File: src/rtl/display_serializer_pkg.sv
// Shared types and segment lookup for the serial 7-segment display block.
package display_pkg;

    typedef enum logic [2:0] {
        IDLE    = 3'd0,
        CONVERT = 3'd1,
        LOAD    = 3'd2,
        SHIFT   = 3'd3,
        DONE    = 3'd4
    } state_e;

    localparam logic [6:0] SEG_BLANK = 7'h00;

    // Active-high segment pattern, bit order gfedcba.
    function automatic logic [6:0] seg_encode(input logic [3:0] nib);
        logic [6:0] code;
        case (nib)
            4'h0: code = 7'h3F;
            4'h1: code = 7'h06;
            4'h2: code = 7'h5B;
            4'h3: code = 7'h4F;
            4'h4: code = 7'h66;
            4'h5: code = 7'h6D;
            4'h6: code = 7'h7D;
            4'h7: code = 7'h07;
            4'h8: code = 7'h7F;
            4'h9: code = 7'h6F;
            4'hA: code = 7'h77;
            4'hB: code = 7'h7C;
            4'hC: code = 7'h39;
            4'hD: code = 7'h5E;
            4'hE: code = 7'h79;
            default: code = 7'h71;
        endcase
        return code;
    endfunction

endpackage

File: src/rtl/display_serializer_if.sv
// Request and LED-chain signals of the display serializer.
interface display_serializer_if #(
    parameter int NUM_DIGITS = 4,
    parameter int DATA_W     = 16
);
    logic                            start;
    logic [DATA_W-1:0]               data;
    logic [$clog2(NUM_DIGITS+1)-1:0] digit_count;
    logic                            hex_mode;
    logic [NUM_DIGITS-1:0]           dp_mask;
    logic                            next_led;
    logic                            led_data;
    logic                            led_valid;
    logic                            busy;
    logic                            done;

    modport master (
        output start, data, digit_count, hex_mode, dp_mask, next_led,
        input  led_data, led_valid, busy, done
    );

    modport slave (
        input  start, data, digit_count, hex_mode, dp_mask, next_led,
        output led_data, led_valid, busy, done
    );
endinterface

File: src/rtl/display_serializer_bin2bcd_iter.sv
// Sequential double-dabble: one add-3/shift step per cycle for DATA_W cycles.
module bin2bcd_iter #(
    parameter int DATA_W     = 16,
    parameter int NUM_DIGITS = 4
) (
    input  logic                    clk,
    input  logic                    rst,
    input  logic                    start,
    input  logic [DATA_W-1:0]       bin,
    output logic [NUM_DIGITS*4-1:0] bcd,
    output logic                    done
);
    localparam int BCD_W = NUM_DIGITS * 4;
    localparam int CNT_W = $clog2(DATA_W + 1);

    logic [DATA_W-1:0] bin_sr;
    logic [CNT_W-1:0]  cnt;
    logic [BCD_W-1:0]  adj;

    always_comb begin
        adj = bcd;
        for (int i = 0; i < NUM_DIGITS; i++) begin
            if (bcd[4*i +: 4] >= 4'd5)
                adj[4*i +: 4] = bcd[4*i +: 4] + 4'd3;
        end
    end

    // High during the cycle whose step is the last one.
    assign done = (cnt == CNT_W'(1));

    always_ff @(posedge clk or posedge rst) begin
        if (rst) begin
            bcd    <= '0;
            bin_sr <= '0;
            cnt    <= '0;
        end else if (start) begin
            bcd    <= '0;
            bin_sr <= bin;
            cnt    <= CNT_W'(DATA_W);
        end else if (cnt != '0) begin
            // The top BCD bit is dropped: values wider than the register wrap.
            bcd    <= {adj[BCD_W-2:0], bin_sr[DATA_W-1]};
            bin_sr <= {bin_sr[DATA_W-2:0], 1'b0};
            cnt    <= cnt - CNT_W'(1);
        end
    end
endmodule

File: src/rtl/display_serializer.sv
// Binary to 7-segment serializer with start/done handshake.
// Optional leading-zero blanking with `define DISPLAY_SERIALIZER_LZB_EN.
module display_serializer
    import display_pkg::*;
#(
    parameter int NUM_DIGITS = 4,
    parameter int DATA_W     = 16,
    parameter int SEG_W      = 8
) (
    input logic                 clk,
    input logic                 rst,
    display_serializer_if.slave bus
);
    localparam int DC_W  = $clog2(NUM_DIGITS + 1);
    localparam int SR_W  = NUM_DIGITS * SEG_W;
    localparam int BC_W  = $clog2(SR_W + 1);
    localparam int NIB_W = NUM_DIGITS * 4;

    localparam logic [2:0] ST_IDLE    = 3'(IDLE);
    localparam logic [2:0] ST_CONVERT = 3'(CONVERT);
    localparam logic [2:0] ST_LOAD    = 3'(LOAD);
    localparam logic [2:0] ST_SHIFT   = 3'(SHIFT);
    localparam logic [2:0] ST_DONE    = 3'(DONE);

    logic [2:0]            state;
    logic [DATA_W-1:0]     data_lat;
    logic [DC_W-1:0]       dc_lat;
    logic                  hex_lat;
    logic [NUM_DIGITS-1:0] dp_lat;
    logic [SR_W-1:0]       sr;
    logic [SR_W-1:0]       sr_load;
    logic [BC_W-1:0]       bits_left;
    logic [NIB_W-1:0]      bcd;
    logic [NIB_W-1:0]      nibs;
    logic [6:0]            seg;
    logic [DC_W-1:0]       dc_clamped;
    logic                  conv_start;
    logic                  conv_done;
`ifdef DISPLAY_SERIALIZER_LZB_EN
    logic                  nz_seen;
`endif

    assign dc_clamped = (bus.digit_count > DC_W'(NUM_DIGITS)) ? DC_W'(NUM_DIGITS)
                                                              : bus.digit_count;
    assign conv_start = (state == ST_IDLE) && bus.start && !bus.hex_mode;

    bin2bcd_iter #(
        .DATA_W     (DATA_W),
        .NUM_DIGITS (NUM_DIGITS)
    ) u_bin2bcd (
        .clk   (clk),
        .rst   (rst),
        .start (conv_start),
        .bin   (bus.data),
        .bcd   (bcd),
        .done  (conv_done)
    );

    // Hex digits past the top of data read as zero through the size cast.
    assign nibs = hex_lat ? NIB_W'(data_lat) : bcd;

    always_comb begin
        sr_load = '0;
        seg     = SEG_BLANK;
`ifdef DISPLAY_SERIALIZER_LZB_EN
        nz_seen = 1'b0;
`endif
        for (int i = NUM_DIGITS - 1; i >= 0; i--) begin
            seg = seg_encode(nibs[4*i +: 4]);
`ifdef DISPLAY_SERIALIZER_LZB_EN
            // Scan from the top; only digits actually emitted can stop blanking.
            if (DC_W'(i) < dc_lat && nibs[4*i +: 4] != 4'd0)
                nz_seen = 1'b1;
            if (!nz_seen && i != 0)
                seg = SEG_BLANK;
`endif
            sr_load[i*SEG_W +: SEG_W] = SEG_W'({dp_lat[i], seg});
        end
    end

    always_ff @(posedge clk or posedge rst) begin
        if (rst) begin
            state     <= ST_IDLE;
            data_lat  <= '0;
            dc_lat    <= '0;
            hex_lat   <= 1'b0;
            dp_lat    <= '0;
            sr        <= '0;
            bits_left <= '0;
        end else begin
            case (state)
                ST_IDLE: begin
                    if (bus.start) begin
                        data_lat <= bus.data;
                        dc_lat   <= dc_clamped;
                        hex_lat  <= bus.hex_mode;
                        dp_lat   <= bus.dp_mask;
                        state    <= bus.hex_mode ? ST_LOAD : ST_CONVERT;
                    end
                end
                ST_CONVERT: begin
                    if (conv_done)
                        state <= ST_LOAD;
                end
                ST_LOAD: begin
                    sr        <= sr_load;
                    bits_left <= BC_W'(dc_lat) * BC_W'(SEG_W);
                    state     <= (dc_lat == '0) ? ST_DONE : ST_SHIFT;
                end
                ST_SHIFT: begin
                    if (bus.next_led) begin
                        sr        <= sr >> 1;
                        bits_left <= bits_left - BC_W'(1);
                        if (bits_left == BC_W'(1))
                            state <= ST_DONE;
                    end
                end
                ST_DONE:  state <= ST_IDLE;
                default:  state <= ST_IDLE;
            endcase
        end
    end

    assign bus.led_valid = (state == ST_SHIFT);
    assign bus.led_data  = (state == ST_SHIFT) && sr[0];
    assign bus.busy      = (state == ST_CONVERT) || (state == ST_LOAD) || (state == ST_SHIFT);
    assign bus.done      = (state == ST_DONE);
endmodule

File: src/flat_wrapper.sv
// flat-port wrapper written by rule: the top's interface ports become plain ports
module display_serializer_flat import display_pkg::*;
#(
    parameter int NUM_DIGITS = 4,
    parameter int DATA_W     = 16,
    parameter int SEG_W      = 8
)
  (clk, rst, bus_start, bus_data, bus_digit_count, bus_hex_mode, bus_dp_mask, bus_next_led, bus_led_data, bus_led_valid, bus_busy, bus_done);
  display_serializer_if #(.NUM_DIGITS(NUM_DIGITS), .DATA_W(DATA_W)) bus_i ();
  input logic clk;
  input logic rst;
  input wire logic [$bits(bus_i.start)-1:0] bus_start;
  input wire logic [$bits(bus_i.data)-1:0] bus_data;
  input wire logic [$bits(bus_i.digit_count)-1:0] bus_digit_count;
  input wire logic [$bits(bus_i.hex_mode)-1:0] bus_hex_mode;
  input wire logic [$bits(bus_i.dp_mask)-1:0] bus_dp_mask;
  input wire logic [$bits(bus_i.next_led)-1:0] bus_next_led;
  output wire logic [$bits(bus_i.led_data)-1:0] bus_led_data;
  output wire logic [$bits(bus_i.led_valid)-1:0] bus_led_valid;
  output wire logic [$bits(bus_i.busy)-1:0] bus_busy;
  output wire logic [$bits(bus_i.done)-1:0] bus_done;
  assign bus_i.start = bus_start;
  assign bus_i.data = bus_data;
  assign bus_i.digit_count = bus_digit_count;
  assign bus_i.hex_mode = bus_hex_mode;
  assign bus_i.dp_mask = bus_dp_mask;
  assign bus_i.next_led = bus_next_led;
  assign bus_led_data = bus_i.led_data;
  assign bus_led_valid = bus_i.led_valid;
  assign bus_busy = bus_i.busy;
  assign bus_done = bus_i.done;
  display_serializer #(.NUM_DIGITS(NUM_DIGITS), .DATA_W(DATA_W), .SEG_W(SEG_W)) u_core (.clk(clk), .rst(rst), .bus(bus_i));
endmodule
File: config.mk
export PLATFORM = sky130hd
export DESIGN_NAME = display_serializer_flat
export DESIGN_NICKNAME = d
export VERILOG_FILES = /design/src/rtl/display_serializer_pkg.sv /design/src/rtl/display_serializer_if.sv /design/src/rtl/display_serializer_bin2bcd_iter.sv /design/src/rtl/display_serializer.sv /design/src/flat_wrapper.sv
export SDC_FILE = /design/constraint.sdc
export NUM_CORES = 1
export LEC_CHECK = 0
export BUFFER_PORTS_ARGS = -buffer_cell sky130_fd_sc_hd__buf_4
export CAP_MARGIN = 20
export CORE_ASPECT_RATIO = 1.2
export CORE_MARGIN = 8
export CORE_UTILIZATION = 30
export DETAILED_ROUTE_END_ITERATION = 7
export GPL_TIMING_DRIVEN = 0
export HOLD_SLACK_MARGIN = 0.06
export SYNTH_ARGS = -nofsm -noshare
export SYNTH_HDL_FRONTEND = slang
export SYNTH_SLANG_ARGS = --single-unit
File: constraint.sdc
create_clock -name clk -period 4.2 [get_ports clk]
set_input_delay 0.84 -clock clk [delete_from_list [all_inputs] [get_ports clk]]
set_output_delay 0.84 -clock clk [all_outputs]
set_load 0.1 [all_outputs]
Word level (Yosys, flattened, before mapping):

Memory sizes are Yosys's and may differ from the RTL's.
Cells that the tools add are included.

* bits in registers: 102
* input port bits: 28
* RAM bits: 0
* memory bits (read-only): 448
* latch bits: 0
* output and inout port bits: 4
* word-level logic and storage cells: 72
* memories kept: 4

* mux-type cells: 23
* equality and inequality tests: 10
* shift-type cells: 0
* $lt $le $gt $ge: 5
* div/mod/pow operators: 0
* add/sub/neg operators: 6
* bitwise gates (word level): 0
* multiply operators: 0
* reduce and logical (&&, ||, !) cells: 14

Memories
* (no name shown): depth 16, bits a word 7, read ports 1, clocked after Yosys merged registers in 0, wr ports 0, RTL line display_serializer_pkg.sv:17 `case (nib)`
* (no name shown): depth 16, bits a word 7, read ports 1, clocked after Yosys merged registers in 0, wr ports 0, RTL line display_serializer_pkg.sv:17
* (no name shown): depth 16, bits a word 7, read ports 1, clocked after Yosys merged registers in 0, wr ports 0, RTL line display_serializer_pkg.sv:17
* (no name shown): depth 16, bits a word 7, read ports 1, clocked after Yosys merged registers in 0, wr ports 0, RTL line display_serializer_pkg.sv:17

Operators with widths (number)
* two-way mux 16 bit: 5
* case mux 32 bit (2 select lines): 1
* two-way mux 32 bit: 1
* two-way mux 3 bit: 7
* greater-or-equal comparator 4 x 3 -> 1 bit, second input constant: 4
* adder 4 x 2 -> 4 bit, second input constant: 3
* two-way mux 4 bit: 3
* case mux 3 bit (4 select lines): 1
* case mux 6 bit (2 select lines): 1
* two-way mux 5 bit: 2
* == test 3 x 2 -> 1 bit, second input constant: 2
* == test 6 x 1 -> 1 bit, second input constant: 1
* zero test 3 bit: 2
* two-way mux 6 bit: 1
* subtractor 6 x 1 -> 6 bit, second input constant: 1
* == test 5 x 1 -> 1 bit, second input constant: 1
* nonzero test 5 bit: 1
* subtractor 5 x 1 -> 5 bit, second input constant: 1
* inequality test 2 x 1 -> 1 bit, second input constant: 2
* inequality test 2 bit, second input constant: 2
* AND reduction 2 bit: 2
* AND reduction 4 bit: 1
* nonzero test 2 bit: 2
* adder 3 x 2 -> 3 bit, second input constant: 1
* other kinds (7): 10

Logic depth before layout (Yosys ltp):

* depth in word-level cells: 4
* mapped depth: 12
* mapped depth without buffers: 8

Hierarchy:

Synthesis repeated with hierarchy kept, for this count alone.

* cell total of the unflattened synthesis: 762
* area total of the unflattened synthesis: 6971.7 µm²

By module, submodules not included
* display_serializer: area an instance 4807.1 µm², instances 1, sequential area each 1626.6 µm², cells an instance 536
* bin2bcd_iter: area an instance 2164.6 µm², instances 1, sequential area each 925.9 µm², cells an instance 226

Worst setup path before layout:

Ideal clock, no wire load.

* kind: register -> output
* start: register u_core.state[0]
* end: output port bus_busy
* stages on the path, launching flop included: 6
* path buffers: 3
* arrival: 2268 ps
* setup slack: 1092 ps
* data required time: 3360 ps
* cell sequence: dfrtp_1 buf_2 buf_2 buf_2 nor2_1 nor2_1

* longest elaborated chain between the ends: 3
* elaborated cells on any way between the ends: 5
* classes of those cells: 3 x eq/ne; 2 x reduce/logical

RTL lines
* start, declared: RTL line display_serializer.sv:25 `logic [2:0] state;`
* start signal, assigned: RTL line display_serializer.sv:98 `state <= bus.hex_mode ? ST_LOAD : ST_CONVERT;`
* start signal, assigned: RTL line display_serializer.sv:108 `state <= (dc_lat == '0) ? ST_DONE : ST_SHIFT;`
* == test 3 x 1 -> 1 bit / == test 3 x 2 -> 1 bit (equally long branches): RTL line display_serializer.sv:126 `assign bus.busy = (state == ST_CONVERT) || (state == ST_LOAD) || (state == ST_SHIFT);`
* logical OR 1 bit: RTL line display_serializer.sv:126
* logical OR 1 bit *: RTL line display_serializer.sv:126
* end, declared: RTL line flat_wrapper.sv:20 `output wire logic [$bits(bus_i.busy)-1:0] bus_busy;`

Every way passes the cells marked *; elsewhere a longest branch is shown, timed or not.

Final worst setup path:

* start: register u_core.hex_lat
* end: register u_core.sr[8]

* longest elaborated chain between the ends: 3

RTL lines
* start, declared: RTL line display_serializer.sv:28 `logic hex_lat;`
* start signal, assigned: RTL line display_serializer.sv:96 `hex_lat <= bus.hex_mode;`
* two-way mux 16 bit: RTL line display_serializer.sv:60 `assign nibs = hex_lat ? NIB_W'(data_lat) : bcd;`
* memory read (16 x 7 bit)
* case mux 32 bit (2 select lines): RTL line display_serializer.sv:91 `case (state)`
* end signal, assigned: RTL line display_serializer.sv:106 `sr <= sr_load;`
* end signal, assigned: RTL line display_serializer.sv:112 `sr <= sr >> 1;`
* end, declared: RTL line display_serializer.sv:30 `logic [SR_W-1:0] sr;`

No other way between the ends.
A chain may end at the register's enable or synchronous reset.

==> reports/metrics.csv <==
metric,value,unit
worst_pin_slew,859,ps
rrSetupSlack,1020,ps
grt_util_all_layers,14.1,%
clock_latency,360,ps
min_period,3180,ps
nets,808,
gr-total-overflow,0,
yosys_warnings,0,
antenna_found_initial,0,
synth_fa_ha_area_share,7.69,%
peakVddDrop,0.000332,V
crit_path_end_kind,flip-flop,
clockBufferDepth,2,
die_area,0.0267,mm2
syn_inst,697,
synth_mux_area_share,9.56,%
final-hold-violation-count,0,
fmaxAchievable,0.315,GHz
final_area,0.00744,mm2
die_y,177,um
gp_congestion,0.837,
dpl-instance-area,0.00711,mm2
max_slew_margin,42.2,%
cp_max_fo,10,
hold_path_end,u_core.sr[25],
drive_gt1_share,16.4,%
setup_violations,0,
ys_types,63,
die_x,150,um
whs_path_depth,2,
worstPathArrival,3460,ps
cts_tree,done,
p_leak,3.23,nW
ys_async_sr_fraction,100,%
syn_area_per_cell,9.33,um2
synthTopCellsByArea,"dfrtp_1, ha_1, mux2i_1",
outcome,completed,
ys_top_cells_by_count,"dfrtp_1, nand2_1, a21oi_1, o21ai_0, ha_1",
hold_path_startpoint,u_core.sr[25],
cts_max_level,3,
viasPerCell,5.23,
crit_slowest_cell,a21boi_0,
ys.flop_type,dfrtp_1,
reg2reg_from,u_core.hex_lat,
routed_wl,18000,um
ys_ff_latch,102,
dr_total_vias,5326,
worstHoldPathType,flip-flop to flip-flop,
diodes,0,
tns,0,ps
synth_top_area_share,39.2,%
cts_resized,0,
ant_nets,0,
synth_top_family_by_area,compound AO/OA/AOI/OAI gates,
fin_skew,7.34,ps
synth_compound_gate_area_share,21.1,%
clkTransAtPathRegs,70,ps
clock_sink_count,102,
cts_hold_buffers,0,
grt_pass1_wl,29400,um
synth_xor_xnor_area_share,1.48,%
timing.final.crit_share,75.6,%
r2r.worst_path.cells,12,
max_stage_delay,510,ps
worstSetupPathType,flip-flop to flip-flop,
yosys.cell_count.top_type,dfrtp_1,
synthSimpleGateAreaFrac,14.7,%
drc,0,
root_buffer,clkbuf_16,
syn_nets,765,
core,0.0215,mm2
rows,59,
synth_edf_count,0,
seq_area_frac_synth,39.2,%
synth.cell_area,0.00650,mm2
grt_max_degree,61,
hpwl,13200,um
final_max_slew_viol_count,0,
post-cts-setup-buffer-count,0,
drt_iter0_markers,375,
cp.required,4480,ps
initial_core_util,30.3,%
r2r_end,u_core.sr[8],
power.density,826,mW/mm2
rsz0062_at_grt,no,
numCtsBuffers,9,
grt_pass1_vias,5361,
wl_per_cell,17.6,um
critPathLaunchType,flip-flop,
drt_first_pass_iters,5,
max-cap-violations,0,
path_cells,"buf_6, buf_6, buf_2, buf_2, nand2_1, a21boi_0, inv_1, ha_1, or3b_2, o2111ai_1, o41ai_1, a21oi_1",
synth_top_area_cell,dfrtp_1,
port_buffers,31,
ios,32,
area_growth,14.3,%
-- power breakdown --
part	internal (mW)	leakage (nW)	switching [mW]	total, mW
sequential	1.43	1.25	0.352	1.78
combinational	1.38	1.83	2.06	3.44
clock	0.539	0.148	0.382	0.921
-- flip-flops by register name, summed over array words and instances, names as in the netlist --
signal                   count
u_core.bits_left             6
u_core.data_lat             16
u_core.dc_lat                3
u_core.dp_lat                4
u_core.hex_lat               1
u_core.sr                   32
u_core.state                 3
u_core.u_bin2bcd.bcd        16
u_core.u_bin2bcd.bin_sr     16
u_core.u_bin2bcd.cnt         5
-- metrics by stage --
stage	hold WS, ps	util, %	std cells	setup WS [ps]	power (mW)
floorplan	444	-	697	685	4.32
global placement	468	33.0	1002	-738	5.15
detailed placement	466	33.1	1003	1040	5.19
CTS	485	34.6	1019	1010	6.14
global route	502	34.6	1019	777	6.66
finish	487	34.6	1019	1020	6.14
-- critical path: cells and delay by family (launching register included) --
family,cells,cell delay [ps]
and+or+nand+nor,2,560
AOI/OAI and AO/OA,4,930
adders and majority gates,1,320
buffers and inverters,5,880
DFF,1,370
-- cells by family (layout without fill, tap and decap cells) --
family | after synthesis | in the layout
adders and majority gates | 40 | 40
AOI/OAI and AO/OA | 210 | 210
buffers and inverters | 86 | 134
and+or+nand+nor | 190 | 190
DFF | 102 | 102
muxes | 58 | 58
xor gates and xnor gates | 11 | 11
-- cell usage in the layout, fill, tap and decap left out, drive strengths merged, types with 4 or more instances in the layout --
cell	Yosys	final
a2111oi	5	5
nand2	71	71
o21ai	53	53
inv	38	38
clkbuf	10	21
nand3b	5	5
a21oi	52	52
nor3	14	14
a22oi	9	9
a32o	5	5
nor2b	9	9
mux2	27	27
o31ai	9	9
nor2	34	34
buf	38	70
nand3	14	14
a31oi	4	4
o2bb2ai	8	8
a211oi	12	12
a21boi	7	7
nor3b	7	7
xor2	4	4
xnor2	7	7
a221o	4	4
o41ai	4	4
mux2i	31	31
ha	40	40
dfrtp	102	102
and2	7	7
nand2b	12	12
o22ai	13	13
a221oi	7	7
-- worst max-delay path by stage --
stage / startpoint / to / slack, ps / depth (start not counted)
floorplan: rst / u_core.bits_left[0] / 680 / 1
global placement: rst / u_core.sr[2] / -740 / 2
detailed placement: u_core.hex_lat / u_core.sr[8] / 1040 / 12
CTS: u_core.hex_lat / u_core.sr[8] / 1010 / 12
global route: u_core.hex_lat / u_core.sr[8] / 780 / 12
finish: u_core.hex_lat / u_core.sr[8] / 1020 / 12
-- area by class of cell --
cell class | count | area [um2]
multi-input combinational | 509 | 3550
clock inverter | 5 | 82.6
clock buffer | 11 | 243
inverter | 38 | 145
tap | 274 | 343
timing repair buffer | 32 | 260
fill | 2194 | 14000
sequential | 102 | 2550
buffer | 48 | 260
-- routing by layer --
| layer | track usage (%) | vias to the layer above | share of wire, % |
|---|---|---|---|
| met5 | 0 | - | 0 |
| met4 | 3.84 | 0 | 1.3 |
| met3 | 3.37 | 16 | 4.4 |
| met2 | 22.9 | 115 | 47 |
| met1 | 18.3 | 2592 | 47 |
| li1 | - | 2603 | - |
Note: power is estimated with default switching activity, not from simulation.
